==> config.mk <==
export PLATFORM = sky130hd
export DESIGN_NAME = mcb_port_arbiter_flat
export DESIGN_NICKNAME = d
export VERILOG_FILES = /design/src/rtl/mcb_port_arbiter_if.sv /design/src/rtl/mcb_port_arbiter.sv /design/src/flat_wrapper.sv
export SDC_FILE = /design/constraint.sdc
export NUM_CORES = 1
export LEC_CHECK = 0
export BUFFER_PORTS_ARGS = -buffer_cell sky130_fd_sc_hd__buf_2
export CORE_MARGIN = 2
export CORE_UTILIZATION = 25
export DETAILED_ROUTE_END_ITERATION = 8
export GPL_ROUTABILITY_DRIVEN = 0
export PLACE_DENSITY = 0.46
export SLEW_MARGIN = 20
export SYNTH_ARGS = -nofsm -noshare
export SYNTH_HDL_FRONTEND = slang
export SYNTH_SLANG_ARGS = --single-unit
export TNS_END_PERCENT = 5
==> constraint.sdc <==
create_clock -name clk -period 17.3 [get_ports clk]
set_input_delay 3.46 -clock clk [delete_from_list [all_inputs] [get_ports clk]]
set_output_delay 3.46 -clock clk [all_outputs]
set_load 0.005 [all_outputs]
==> src/rtl/mcb_port_arbiter_if.sv <==
// Client and MCB-side signal bundle for mcb_port_arbiter.
// The slave modport is the arbiter's view; master is the surrounding system's view.
interface mcb_port_arbiter_if;
  logic        a_cmd_en_in;
  logic [5:0]  a_cmd_bl_in;
  logic [29:0] a_cmd_byte_addr_in;
  logic        a_cmd_ready_out;
  logic [63:0] a_rd_data_out;
  logic        a_rd_valid_out;

  logic        b_cmd_en_in;
  logic [2:0]  b_cmd_instr_in;
  logic [5:0]  b_cmd_bl_in;
  logic [29:0] b_cmd_byte_addr_in;
  logic        b_cmd_ready_out;
  logic        b_wr_en_in;
  logic [7:0]  b_wr_mask_in;
  logic [63:0] b_wr_data_in;
  logic        b_wr_full_out;
  logic [63:0] b_rd_data_out;
  logic        b_rd_valid_out;

  logic        mcb_cmd_en_out;
  logic [2:0]  mcb_cmd_instr_out;
  logic [5:0]  mcb_cmd_bl_out;
  logic [29:0] mcb_cmd_byte_addr_out;
  logic        mcb_cmd_full_in;
  logic        mcb_wr_en_out;
  logic [7:0]  mcb_wr_mask_out;
  logic [63:0] mcb_wr_data_out;
  logic        mcb_wr_full_in;
  logic        mcb_rd_en_out;
  logic [63:0] mcb_rd_data_in;
  logic        mcb_rd_empty_in;
  logic        error_out;

  modport slave (
    input  a_cmd_en_in, a_cmd_bl_in, a_cmd_byte_addr_in,
    output a_cmd_ready_out, a_rd_data_out, a_rd_valid_out,
    input  b_cmd_en_in, b_cmd_instr_in, b_cmd_bl_in, b_cmd_byte_addr_in,
    output b_cmd_ready_out,
    input  b_wr_en_in, b_wr_mask_in, b_wr_data_in,
    output b_wr_full_out, b_rd_data_out, b_rd_valid_out,
    output mcb_cmd_en_out, mcb_cmd_instr_out, mcb_cmd_bl_out, mcb_cmd_byte_addr_out,
    input  mcb_cmd_full_in,
    output mcb_wr_en_out, mcb_wr_mask_out, mcb_wr_data_out,
    input  mcb_wr_full_in,
    output mcb_rd_en_out,
    input  mcb_rd_data_in, mcb_rd_empty_in,
    output error_out
  );

  modport master (
    output a_cmd_en_in, a_cmd_bl_in, a_cmd_byte_addr_in,
    input  a_cmd_ready_out, a_rd_data_out, a_rd_valid_out,
    output b_cmd_en_in, b_cmd_instr_in, b_cmd_bl_in, b_cmd_byte_addr_in,
    input  b_cmd_ready_out,
    output b_wr_en_in, b_wr_mask_in, b_wr_data_in,
    input  b_wr_full_out, b_rd_data_out, b_rd_valid_out,
    input  mcb_cmd_en_out, mcb_cmd_instr_out, mcb_cmd_bl_out, mcb_cmd_byte_addr_out,
    output mcb_cmd_full_in,
    input  mcb_wr_en_out, mcb_wr_mask_out, mcb_wr_data_out,
    output mcb_wr_full_in,
    input  mcb_rd_en_out,
    output mcb_rd_data_in, mcb_rd_empty_in,
    input  error_out
  );
endinterface

==> src/rtl/mcb_port_arbiter.sv <==
// Two-client arbiter for one MCB user port: A (read-only, priority) and B (read/write),
// with a starvation guard for B and a tag FIFO that routes read words back to their issuer.
module mcb_port_arbiter #(
  parameter int TAG_DEPTH  = 8,
  parameter int STARVE_MAX = 16
) (
  input  logic              clk,
  input  logic              rst,
  mcb_port_arbiter_if.slave bus
);
  localparam int PW = $clog2(TAG_DEPTH);
  localparam int SW = $clog2(STARVE_MAX + 1);
  localparam logic [PW:0]   DEPTH_V  = (PW + 1)'(TAG_DEPTH);
  localparam logic [SW-1:0] STARVE_V = SW'(STARVE_MAX);

  logic [PW:0]   wr_ptr_q, wr_ptr_d, rd_ptr_q, rd_ptr_d;
  logic          tag_owner_q [TAG_DEPTH];
  logic [5:0]    tag_bl_q    [TAG_DEPTH];
  logic [5:0]    word_q, word_d;
  logic [SW-1:0] starve_q, starve_d;

  logic          cmd_en_q;
  logic [2:0]    cmd_instr_q;
  logic [5:0]    cmd_bl_q;
  logic [29:0]   cmd_addr_q;
  logic [63:0]   a_data_q, b_data_q;
  logic          a_valid_q, b_valid_q, err_q;

  logic tag_full, tag_nonempty, head_owner;
  logic [5:0] head_bl;
  logic cmd_elig, b_is_rd, a_elig, b_req, force_b, a_grant, b_grant;
  logic push, rd_pop, last_word;

  assign tag_nonempty = (wr_ptr_q != rd_ptr_q);
  assign tag_full     = ((wr_ptr_q - rd_ptr_q) == DEPTH_V);
  assign head_owner   = tag_owner_q[rd_ptr_q[PW-1:0]];
  assign head_bl      = tag_bl_q[rd_ptr_q[PW-1:0]];

  // Issue slot is only free when the previous command is no longer on the pins.
  assign cmd_elig = !bus.mcb_cmd_full_in && !cmd_en_q;
  assign b_is_rd  = bus.b_cmd_instr_in[0];
  assign a_elig   = cmd_elig && !tag_full;
  assign b_req    = bus.b_cmd_en_in && cmd_elig && (!b_is_rd || !tag_full);
  assign force_b  = (starve_q == STARVE_V) && b_req;
  assign a_grant  = bus.a_cmd_en_in && a_elig && !force_b;
  assign b_grant  = b_req && !a_grant;

  assign push      = a_grant || (b_grant && b_is_rd);
  assign rd_pop    = !bus.mcb_rd_empty_in && tag_nonempty;
  assign last_word = rd_pop && (word_q == head_bl);

  always_comb begin
    starve_d = starve_q;
    if (!bus.b_cmd_en_in || b_grant)
      starve_d = '0;
    else if (a_grant && starve_q != STARVE_V)
      starve_d = starve_q + 1'b1;
    wr_ptr_d = wr_ptr_q + (PW + 1)'(push);
    rd_ptr_d = rd_ptr_q + (PW + 1)'(last_word);
    word_d   = word_q;
    if (last_word)
      word_d = '0;
    else if (rd_pop)
      word_d = word_q + 6'd1;
  end

  always_ff @(posedge clk) begin
    if (push) begin
      tag_owner_q[wr_ptr_q[PW-1:0]] <= b_grant;
      tag_bl_q[wr_ptr_q[PW-1:0]]    <= a_grant ? bus.a_cmd_bl_in : bus.b_cmd_bl_in;
    end
  end

  always_ff @(posedge clk or posedge rst) begin
    if (rst) begin
      wr_ptr_q    <= '0;
      rd_ptr_q    <= '0;
      word_q      <= '0;
      starve_q    <= '0;
      cmd_en_q    <= 1'b0;
      cmd_instr_q <= '0;
      cmd_bl_q    <= '0;
      cmd_addr_q  <= '0;
      a_data_q    <= '0;
      b_data_q    <= '0;
      a_valid_q   <= 1'b0;
      b_valid_q   <= 1'b0;
      err_q       <= 1'b0;
    end else begin
      wr_ptr_q  <= wr_ptr_d;
      rd_ptr_q  <= rd_ptr_d;
      word_q    <= word_d;
      starve_q  <= starve_d;
      cmd_en_q  <= a_grant || b_grant;
      a_valid_q <= rd_pop && !head_owner;
      b_valid_q <= rd_pop && head_owner;
      if (a_grant) begin
        cmd_instr_q <= 3'b001;
        cmd_bl_q    <= bus.a_cmd_bl_in;
        cmd_addr_q  <= bus.a_cmd_byte_addr_in;
      end else if (b_grant) begin
        cmd_instr_q <= bus.b_cmd_instr_in;
        cmd_bl_q    <= bus.b_cmd_bl_in;
        cmd_addr_q  <= bus.b_cmd_byte_addr_in;
      end
      if (rd_pop && !head_owner) a_data_q <= bus.mcb_rd_data_in;
      if (rd_pop && head_owner)  b_data_q <= bus.mcb_rd_data_in;
      // Data with nothing outstanding is left in the MCB FIFO and flagged.
      if (!bus.mcb_rd_empty_in && !tag_nonempty) err_q <= 1'b1;
    end
  end

  assign bus.a_cmd_ready_out       = a_grant;
  assign bus.b_cmd_ready_out       = b_grant;
  assign bus.a_rd_data_out         = a_data_q;
  assign bus.a_rd_valid_out        = a_valid_q;
  assign bus.b_rd_data_out         = b_data_q;
  assign bus.b_rd_valid_out        = b_valid_q;
  assign bus.mcb_cmd_en_out        = cmd_en_q;
  assign bus.mcb_cmd_instr_out     = cmd_instr_q;
  assign bus.mcb_cmd_bl_out        = cmd_bl_q;
  assign bus.mcb_cmd_byte_addr_out = cmd_addr_q;
  assign bus.mcb_wr_en_out         = bus.b_wr_en_in && !bus.mcb_wr_full_in;
  assign bus.mcb_wr_mask_out       = bus.b_wr_mask_in;
  assign bus.mcb_wr_data_out       = bus.b_wr_data_in;
  assign bus.b_wr_full_out         = bus.mcb_wr_full_in;
  assign bus.mcb_rd_en_out         = rd_pop;
  assign bus.error_out             = err_q;
endmodule

==> src/flat_wrapper.sv <==
// flat-port wrapper written by rule: the top's interface ports become plain ports
module mcb_port_arbiter_flat 
#(
  parameter int TAG_DEPTH  = 8,
  parameter int STARVE_MAX = 16
)
  (clk, rst, bus_a_cmd_en_in, bus_a_cmd_bl_in, bus_a_cmd_byte_addr_in, bus_a_cmd_ready_out, bus_a_rd_data_out, bus_a_rd_valid_out, bus_b_cmd_en_in, bus_b_cmd_instr_in, bus_b_cmd_bl_in, bus_b_cmd_byte_addr_in, bus_b_cmd_ready_out, bus_b_wr_en_in, bus_b_wr_mask_in, bus_b_wr_data_in, bus_b_wr_full_out, bus_b_rd_data_out, bus_b_rd_valid_out, bus_mcb_cmd_en_out, bus_mcb_cmd_instr_out, bus_mcb_cmd_bl_out, bus_mcb_cmd_byte_addr_out, bus_mcb_cmd_full_in, bus_mcb_wr_en_out, bus_mcb_wr_mask_out, bus_mcb_wr_data_out, bus_mcb_wr_full_in, bus_mcb_rd_en_out, bus_mcb_rd_data_in, bus_mcb_rd_empty_in, bus_error_out);
  mcb_port_arbiter_if bus_i ();
  input  logic clk;
  input  logic rst;
  input wire logic [$bits(bus_i.a_cmd_en_in)-1:0] bus_a_cmd_en_in;
  input wire logic [$bits(bus_i.a_cmd_bl_in)-1:0] bus_a_cmd_bl_in;
  input wire logic [$bits(bus_i.a_cmd_byte_addr_in)-1:0] bus_a_cmd_byte_addr_in;
  output wire logic [$bits(bus_i.a_cmd_ready_out)-1:0] bus_a_cmd_ready_out;
  output wire logic [$bits(bus_i.a_rd_data_out)-1:0] bus_a_rd_data_out;
  output wire logic [$bits(bus_i.a_rd_valid_out)-1:0] bus_a_rd_valid_out;
  input wire logic [$bits(bus_i.b_cmd_en_in)-1:0] bus_b_cmd_en_in;
  input wire logic [$bits(bus_i.b_cmd_instr_in)-1:0] bus_b_cmd_instr_in;
  input wire logic [$bits(bus_i.b_cmd_bl_in)-1:0] bus_b_cmd_bl_in;
  input wire logic [$bits(bus_i.b_cmd_byte_addr_in)-1:0] bus_b_cmd_byte_addr_in;
  output wire logic [$bits(bus_i.b_cmd_ready_out)-1:0] bus_b_cmd_ready_out;
  input wire logic [$bits(bus_i.b_wr_en_in)-1:0] bus_b_wr_en_in;
  input wire logic [$bits(bus_i.b_wr_mask_in)-1:0] bus_b_wr_mask_in;
  input wire logic [$bits(bus_i.b_wr_data_in)-1:0] bus_b_wr_data_in;
  output wire logic [$bits(bus_i.b_wr_full_out)-1:0] bus_b_wr_full_out;
  output wire logic [$bits(bus_i.b_rd_data_out)-1:0] bus_b_rd_data_out;
  output wire logic [$bits(bus_i.b_rd_valid_out)-1:0] bus_b_rd_valid_out;
  output wire logic [$bits(bus_i.mcb_cmd_en_out)-1:0] bus_mcb_cmd_en_out;
  output wire logic [$bits(bus_i.mcb_cmd_instr_out)-1:0] bus_mcb_cmd_instr_out;
  output wire logic [$bits(bus_i.mcb_cmd_bl_out)-1:0] bus_mcb_cmd_bl_out;
  output wire logic [$bits(bus_i.mcb_cmd_byte_addr_out)-1:0] bus_mcb_cmd_byte_addr_out;
  input wire logic [$bits(bus_i.mcb_cmd_full_in)-1:0] bus_mcb_cmd_full_in;
  output wire logic [$bits(bus_i.mcb_wr_en_out)-1:0] bus_mcb_wr_en_out;
  output wire logic [$bits(bus_i.mcb_wr_mask_out)-1:0] bus_mcb_wr_mask_out;
  output wire logic [$bits(bus_i.mcb_wr_data_out)-1:0] bus_mcb_wr_data_out;
  input wire logic [$bits(bus_i.mcb_wr_full_in)-1:0] bus_mcb_wr_full_in;
  output wire logic [$bits(bus_i.mcb_rd_en_out)-1:0] bus_mcb_rd_en_out;
  input wire logic [$bits(bus_i.mcb_rd_data_in)-1:0] bus_mcb_rd_data_in;
  input wire logic [$bits(bus_i.mcb_rd_empty_in)-1:0] bus_mcb_rd_empty_in;
  output wire logic [$bits(bus_i.error_out)-1:0] bus_error_out;
  assign bus_i.a_cmd_en_in = bus_a_cmd_en_in;
  assign bus_i.a_cmd_bl_in = bus_a_cmd_bl_in;
  assign bus_i.a_cmd_byte_addr_in = bus_a_cmd_byte_addr_in;
  assign bus_a_cmd_ready_out = bus_i.a_cmd_ready_out;
  assign bus_a_rd_data_out = bus_i.a_rd_data_out;
  assign bus_a_rd_valid_out = bus_i.a_rd_valid_out;
  assign bus_i.b_cmd_en_in = bus_b_cmd_en_in;
  assign bus_i.b_cmd_instr_in = bus_b_cmd_instr_in;
  assign bus_i.b_cmd_bl_in = bus_b_cmd_bl_in;
  assign bus_i.b_cmd_byte_addr_in = bus_b_cmd_byte_addr_in;
  assign bus_b_cmd_ready_out = bus_i.b_cmd_ready_out;
  assign bus_i.b_wr_en_in = bus_b_wr_en_in;
  assign bus_i.b_wr_mask_in = bus_b_wr_mask_in;
  assign bus_i.b_wr_data_in = bus_b_wr_data_in;
  assign bus_b_wr_full_out = bus_i.b_wr_full_out;
  assign bus_b_rd_data_out = bus_i.b_rd_data_out;
  assign bus_b_rd_valid_out = bus_i.b_rd_valid_out;
  assign bus_mcb_cmd_en_out = bus_i.mcb_cmd_en_out;
  assign bus_mcb_cmd_instr_out = bus_i.mcb_cmd_instr_out;
  assign bus_mcb_cmd_bl_out = bus_i.mcb_cmd_bl_out;
  assign bus_mcb_cmd_byte_addr_out = bus_i.mcb_cmd_byte_addr_out;
  assign bus_i.mcb_cmd_full_in = bus_mcb_cmd_full_in;
  assign bus_mcb_wr_en_out = bus_i.mcb_wr_en_out;
  assign bus_mcb_wr_mask_out = bus_i.mcb_wr_mask_out;
  assign bus_mcb_wr_data_out = bus_i.mcb_wr_data_out;
  assign bus_i.mcb_wr_full_in = bus_mcb_wr_full_in;
  assign bus_mcb_rd_en_out = bus_i.mcb_rd_en_out;
  assign bus_i.mcb_rd_data_in = bus_mcb_rd_data_in;
  assign bus_i.mcb_rd_empty_in = bus_mcb_rd_empty_in;
  assign bus_error_out = bus_i.error_out;
  mcb_port_arbiter #(.TAG_DEPTH(TAG_DEPTH), .STARVE_MAX(STARVE_MAX)) u_core (.clk(clk), .rst(rst), .bus(bus_i));
endmodule
After elaboration in Yosys (flattened, before gate mapping) --
Memory sizes are Yosys's and may differ from the RTL's. Cells that the tools add are included.
Storage, ports and cells: flip-flop bits (word level) 190, RAM bits 56, input bits 219, output and inout bits 248, word-level logic and storage cells 72, memories kept 2
Memory list:
- u_core.tag_bl_q | words 8, width 6, read ports 1, clocked after memory_dff 0, write ports 1, line mcb_port_arbiter.sv:18 | logic [5:0] tag_bl_q [TAG_DEPTH];
- u_core.tag_owner_q | words 8, width 1, read ports 1, clocked after memory_dff 0, write ports 1, line mcb_port_arbiter.sv:17 | logic tag_owner_q [TAG_DEPTH];
Operators by class: add/sub/neg operators 5, eq/ne operators 5, muxes and demuxes 13, reductions and logical operators 34
Operators by type and width (count):
- $mux W30 | 2
- $mux W6 | 5
- $logic_and A1 B1 Y1 | 16
- $logic_not A1 Y1 | 11
- $mux W5 | 2
- $add A4 B1 Y4 | 2
- $add A6 B1 Y6 const B | 1
- $eq A6 B6 Y1 | 1
- $mux W3 | 2
- $reduce_bool A2 Y1 | 3
- $add A5 B1 Y5 const B | 1
- $eq A5 B5 Y1 const B | 1
- $ne A5 B5 Y1 const B | 1
- $eq A4 B4 Y1 const B | 1
- $logic_or A1 B1 Y1 | 4
- $ne A4 B4 Y1 | 1
- $sub A4 B4 Y4 | 1
- $mux W1 | 2

Depth between registers and ports, before layout --
depth after elaboration 14, depth in mapped cells 12, depth with buffers taken out 11

Worst setup path before layout --
No wires, ideal clock.
path type input to output, from input port bus_mcb_cmd_full_in, to output port bus_b_cmd_ready_out, arrival 4478 ps, data required time 13840 ps, setup slack 9362 ps, stages on the path 7, buffers on the path 2, cell sequence nor2_1 > nand2_1 > and3b_1 > buf_6 > a21o_1 > buf_2 > inv_1
On the way: longest elaborated chain between the ends 9, elaborated cells between the ends (all ways) 11, classes of those cells reduce/logical (11)
RTL lines:
- from (decl) | line flat_wrapper.sv:32 | input wire logic [$bits(bus_i.mcb_cmd_full_in)-1:0] bus_mcb_cmd_full_in;
- $logic_not A1 Y1 (*) | line mcb_port_arbiter.sv:40 | assign cmd_elig = !bus.mcb_cmd_full_in && !cmd_en_q;
- $logic_and A1 B1 Y1 (*) | line mcb_port_arbiter.sv:40
- $logic_and A1 B1 Y1 (2 in a row) | line mcb_port_arbiter.sv:43 | assign b_req = bus.b_cmd_en_in && cmd_elig && (!b_is_rd || !tag_full);
- $logic_and A1 B1 Y1 | line mcb_port_arbiter.sv:44 | assign force_b = (starve_q == STARVE_V) && b_req;
- $logic_not A1 Y1 | line mcb_port_arbiter.sv:45 | assign a_grant = bus.a_cmd_en_in && a_elig && !force_b;
- $logic_and A1 B1 Y1 | line mcb_port_arbiter.sv:45
- $logic_not A1 Y1 | line mcb_port_arbiter.sv:46 | assign b_grant = b_req && !a_grant;
- $logic_and A1 B1 Y1 (*) | line mcb_port_arbiter.sv:46
- to (decl) | line flat_wrapper.sv:21 | output wire logic [$bits(bus_i.b_cmd_ready_out)-1:0] bus_b_cmd_ready_out;
Mark *: on every way between the ends. The rest lies on a longest branch, timed or not.

Worst setup path in the final report --
Ends and elaborated chain as after synthesis.

==> key figures <==
Power and ir drop
  – Seq pwr share: 0.409
  – Sw Share: 0.328
  – Combinational share of power: 0.320
  – Final Power: 2.27 mW
  – Peak VDD IR: 0.0740 mV
  – Pint: 1.53 mW
  – Switching pwr: 0.746 mW
  – Clock share of power: 0.271
  – Leak: 6.16 nW
  – Pwr Density: 171 mW/mm^2

Layout
  – Register area: 0.00644 sq mm
  – # nets final: 1361
  – Layout cell share with drive strength beyond 1: 0.413
  – Antenna diodes: 0
  – Area growth syn-to-layout: 24.1%
  – Multi-input gate area: 0.00344 sq mm
  – Fillers: 4374

Detailed routing
  – WL met1: 13.1 mm
  – Per-cell routed wire length: 19.1 um
  – Via count: 7485
  – Vias per cell: 4.42
  – Drt total wl: 32.3 mm
  – Metal2 WL: 14.6 mm
  – Iter 0 DRT Violations: 359
  – Top Metal Used: met5
  – Pre-Repair DR Iteration Count: 6
  – DRC violations left: 0
  – Antenna Nets Post-Route: 0
  – DR WL met3: 4.04 mm

Synthesis
  – Yosys warns: 0
  – Post-synth ARST share: 0.772
  – FF+latch count, synth: 246
  – Cell variety after synth: 49
  – Instance count of the mapped netlist: 881
  – Post-Syn Area: 0.0107 sq mm
  – Post-synthesis sequential area ratio: 0.600
  – Net count after synthesis: 1110
  – Post-Syn Area per Cell: 12.2 sq um
  – EDFF count, synth: 56
  – Post-synth top flop: dfrtp_1

Global route
  – Total GRT Usage: 0.139
  – GRT overflow: 0
  – Vias in the first global route: 7462
  – Initial antenna violation count: 1
  – First-pass GRT wire length: 47.6 mm
  – Pin count of the biggest net entering global routing: 74

Timing
  – FMAX: 115 MHz
  – Setup TNS Final: 0 ns
  – Slew Viols, Final: 0
  – Clk_skew: 0.00961 ns
  – Number of setup violations in the final report: 0
  – Fin crit share: 0.505
  – Min cycle time layout: 8.73 ns
  – Max-slew headroom: 0.319
  – RSZ-0062 raised after global routing: no
  – Hold Vio Cnt, Final: 0
  – Fin Hold WS: 0.465 ns
  – Worst Tran Pin Value: 1.02 ns

Clock tree
  – Hold-fix buffers at CTS: 0
  – Setup bufs post-CTS: 0
  – Cts bufs inserted: 29
  – Clock latency on the worst-skew pair: 0.55 ns
  – TritonCTS Sinks: 246
  – H-tree levels: 1
  – CTS clock-pin slew for the worst setup and hold paths: 0.06 ns
  – CTS root buf: clkbuf_16
  – CTS tree: yes
  – Post_cts resized: 0
  – CTS max path bufs: 3

Worst hold path
  – Worst Hold Class: flip-flop to flip-flop
  – Hold Path Depth: 2

Flow run
  – Max Cap Violations: 0

Worst setup path
  – Worst path required time: 13.84 ns
  – Crit path max fanout: 39
  – Top cell by count, worst path: buf_2
  – Crit. End Element: primary output
  – CP Class: primary input to primary output
  – Setup crit start kind: primary input
  – Max incr delay on CP: 0.37 ns
  – CP Data Arrival Time: 5.27 ns
  – Cells on worst reg2reg path: 9
  – Critical-path top delay cell: buf_4
  – Worst path cell trace: buf_2 -> nor2_1 -> nand2_1 -> and3b_1 -> a21o_1 -> buf_4 -> inv_1 -> buf_2

Die
  – Chip Width: 211 um
  – # rows: 75
  – I/O pin count: 467
  – Die ar.: 0.0446 sq mm
  – Initial Util: 0.254
  – Die Y: 211 um
  – Area of the core: 0.0421 sq mm

Run status
  – Status: completed

Place
  – Final HPWL DP: 23.4 mm
  – Port bufs: 322
-- cells in the final DEF (no fill, tap or decap), types with 3 or more instances in the layout --
master / count
a21oi_1: 9
xor2_1: 3
xnor2_1: 5
o221a_2: 26
clkbuf_8: 4
bufinv_16: 3
buf_2: 322
mux2_1: 49
nor2_1: 4
mux2i_1: 27
nand2_1: 206
or2_2: 37
clkbuf_16: 29
and3_1: 7
nor2b_1: 6
o211ai_1: 5
ha_1: 10
and2_1: 5
nor3_1: 6
o221a_1: 10
buf_4: 14
edfxtp_1: 56
o22ai_1: 5
nand4_1: 3
nand3_1: 10
a22oi_1: 10
mux2_2: 21
dfrtp_1: 190
clkinv_2: 6
o21a_1: 4
o21ai_0: 4
inv_1: 18
clkbuf_1: 6
-- flip-flops by register name, indices dropped and copies added (netlist names) --
register and cells:
u_core.bus.a_rd_data_out 64, u_core.bus.b_rd_valid_out 1, u_core.word_q 6, u_core.bus.mcb_cmd_bl_out 6
u_core.bus.b_rd_data_out 64, u_core.tag_bl_q 48, u_core.tag_owner_q 8, u_core.starve_q 5
u_core.wr_ptr_q 4, u_core.bus.a_rd_valid_out 1, u_core.rd_ptr_q 4, u_core.bus.mcb_cmd_en_out 1
u_core.bus.mcb_cmd_byte_addr_out 30, u_core.bus.mcb_cmd_instr_out 3, u_core.bus.error_out 1
-- cell families (layout without fill, tap and decap cells) --
kind of cell	after synthesis	count (layout)	synth area share
buffers and inverters	136	409	0.0826
multiplexers	99	99	0.103
AO/OA/AOI/OAI	83	83	0.0681
AND/OR/NAND/NOR	298	298	0.126
flip-flops	246	246	0.600
XOR/XNOR	9	9	0.00805
adder cells (fa/ha/maj)	10	10	0.0117
-- per-layer routing --
metal	vias up	global-route usage
li1	3474	-
met5	-	0.0122
met3	38	0.0712
met2	366	0.223
met1	3603	0.167
met4	4	0.0238
-- power by group through the flow --
stage          Combinational (mW)  Clock [mW]  Sequential [mW]
2_1_floorplan               0.413           0            0.941
3_3_place_gp                0.743           0            0.932
3_5_place_dp                0.746           0            0.937
4_1_cts                     0.746       0.635            0.930
5_1_grt                     0.813       0.658            0.957
6_report                    0.728       0.616            0.930
-- synthesized netlist by cell type, drive strengths merged (10+ instances only) --
| cell | n | area share |
|---|---|---|
| inv | 20 | 0.0070 |
| ha | 10 | 0.012 |
| or2 | 37 | 0.022 |
| o221a | 36 | 0.038 |
| buf | 104 | 0.071 |
| dfrtp | 190 | 0.44 |
| mux2 | 70 | 0.074 |
| nand2 | 207 | 0.072 |
| mux2i | 27 | 0.025 |
| a22oi | 10 | 0.0070 |
| edfxtp | 56 | 0.16 |
| clkbuf | 12 | 0.0042 |
| nand3 | 10 | 0.0047 |
-- metrics by stage --
stage	cell area (sq um)	cells	worst slack, ns	utilization
2_1_floorplan	10700	881	8.67	-
3_3_place_gp	12300	1640	8.63	0.293
3_5_place_dp	12300	1640	8.57	0.293
4_1_cts	13300	1693	8.56	0.316
5_1_grt	13300	1693	8.40	0.316
6_report	13300	1693	8.57	0.316
-- critical path: cells and delay by family --
| kind | cells | cell delay, ns |
|---|---|---|
| buffers and inverters | 4 | 0.92 |
| and+or+nand+nor | 3 | 0.73 |
| AOI/OAI and AO/OA | 1 | 0.15 |
-- cell type report --
class                           instances  share of cell area
Inverter                               20             0.00621
Tap cell                              539              0.0507
Clock buffer                           39              0.0604
Timing Repair Buffer                  336               0.129
Clock inverter                         14              0.0115
Sequential cell                       246               0.484
Multi-Input combinational cell        499               0.259
-- final timing paths --
kind / end / start / slack (ns)
min: u_core.bus.a_rd_data_out[15] / u_core.bus.a_rd_data_out[15] / 0.46
max reg2reg: u_core.tag_bl_q[1][3] / u_core.rd_ptr_q[0] / 13.73
max in group asynchronous: u_core.bus.a_rd_data_out[32] / rst / 13.05
max: bus_b_cmd_ready_out / bus_mcb_cmd_full_in / 8.57
min in group asynchronous: u_core.bus.b_rd_data_out[4] / rst / 2.97
min reg2reg: u_core.bus.a_rd_data_out[15] / u_core.bus.a_rd_data_out[15] / 0.46
Power figures use the tool's default switching activity.
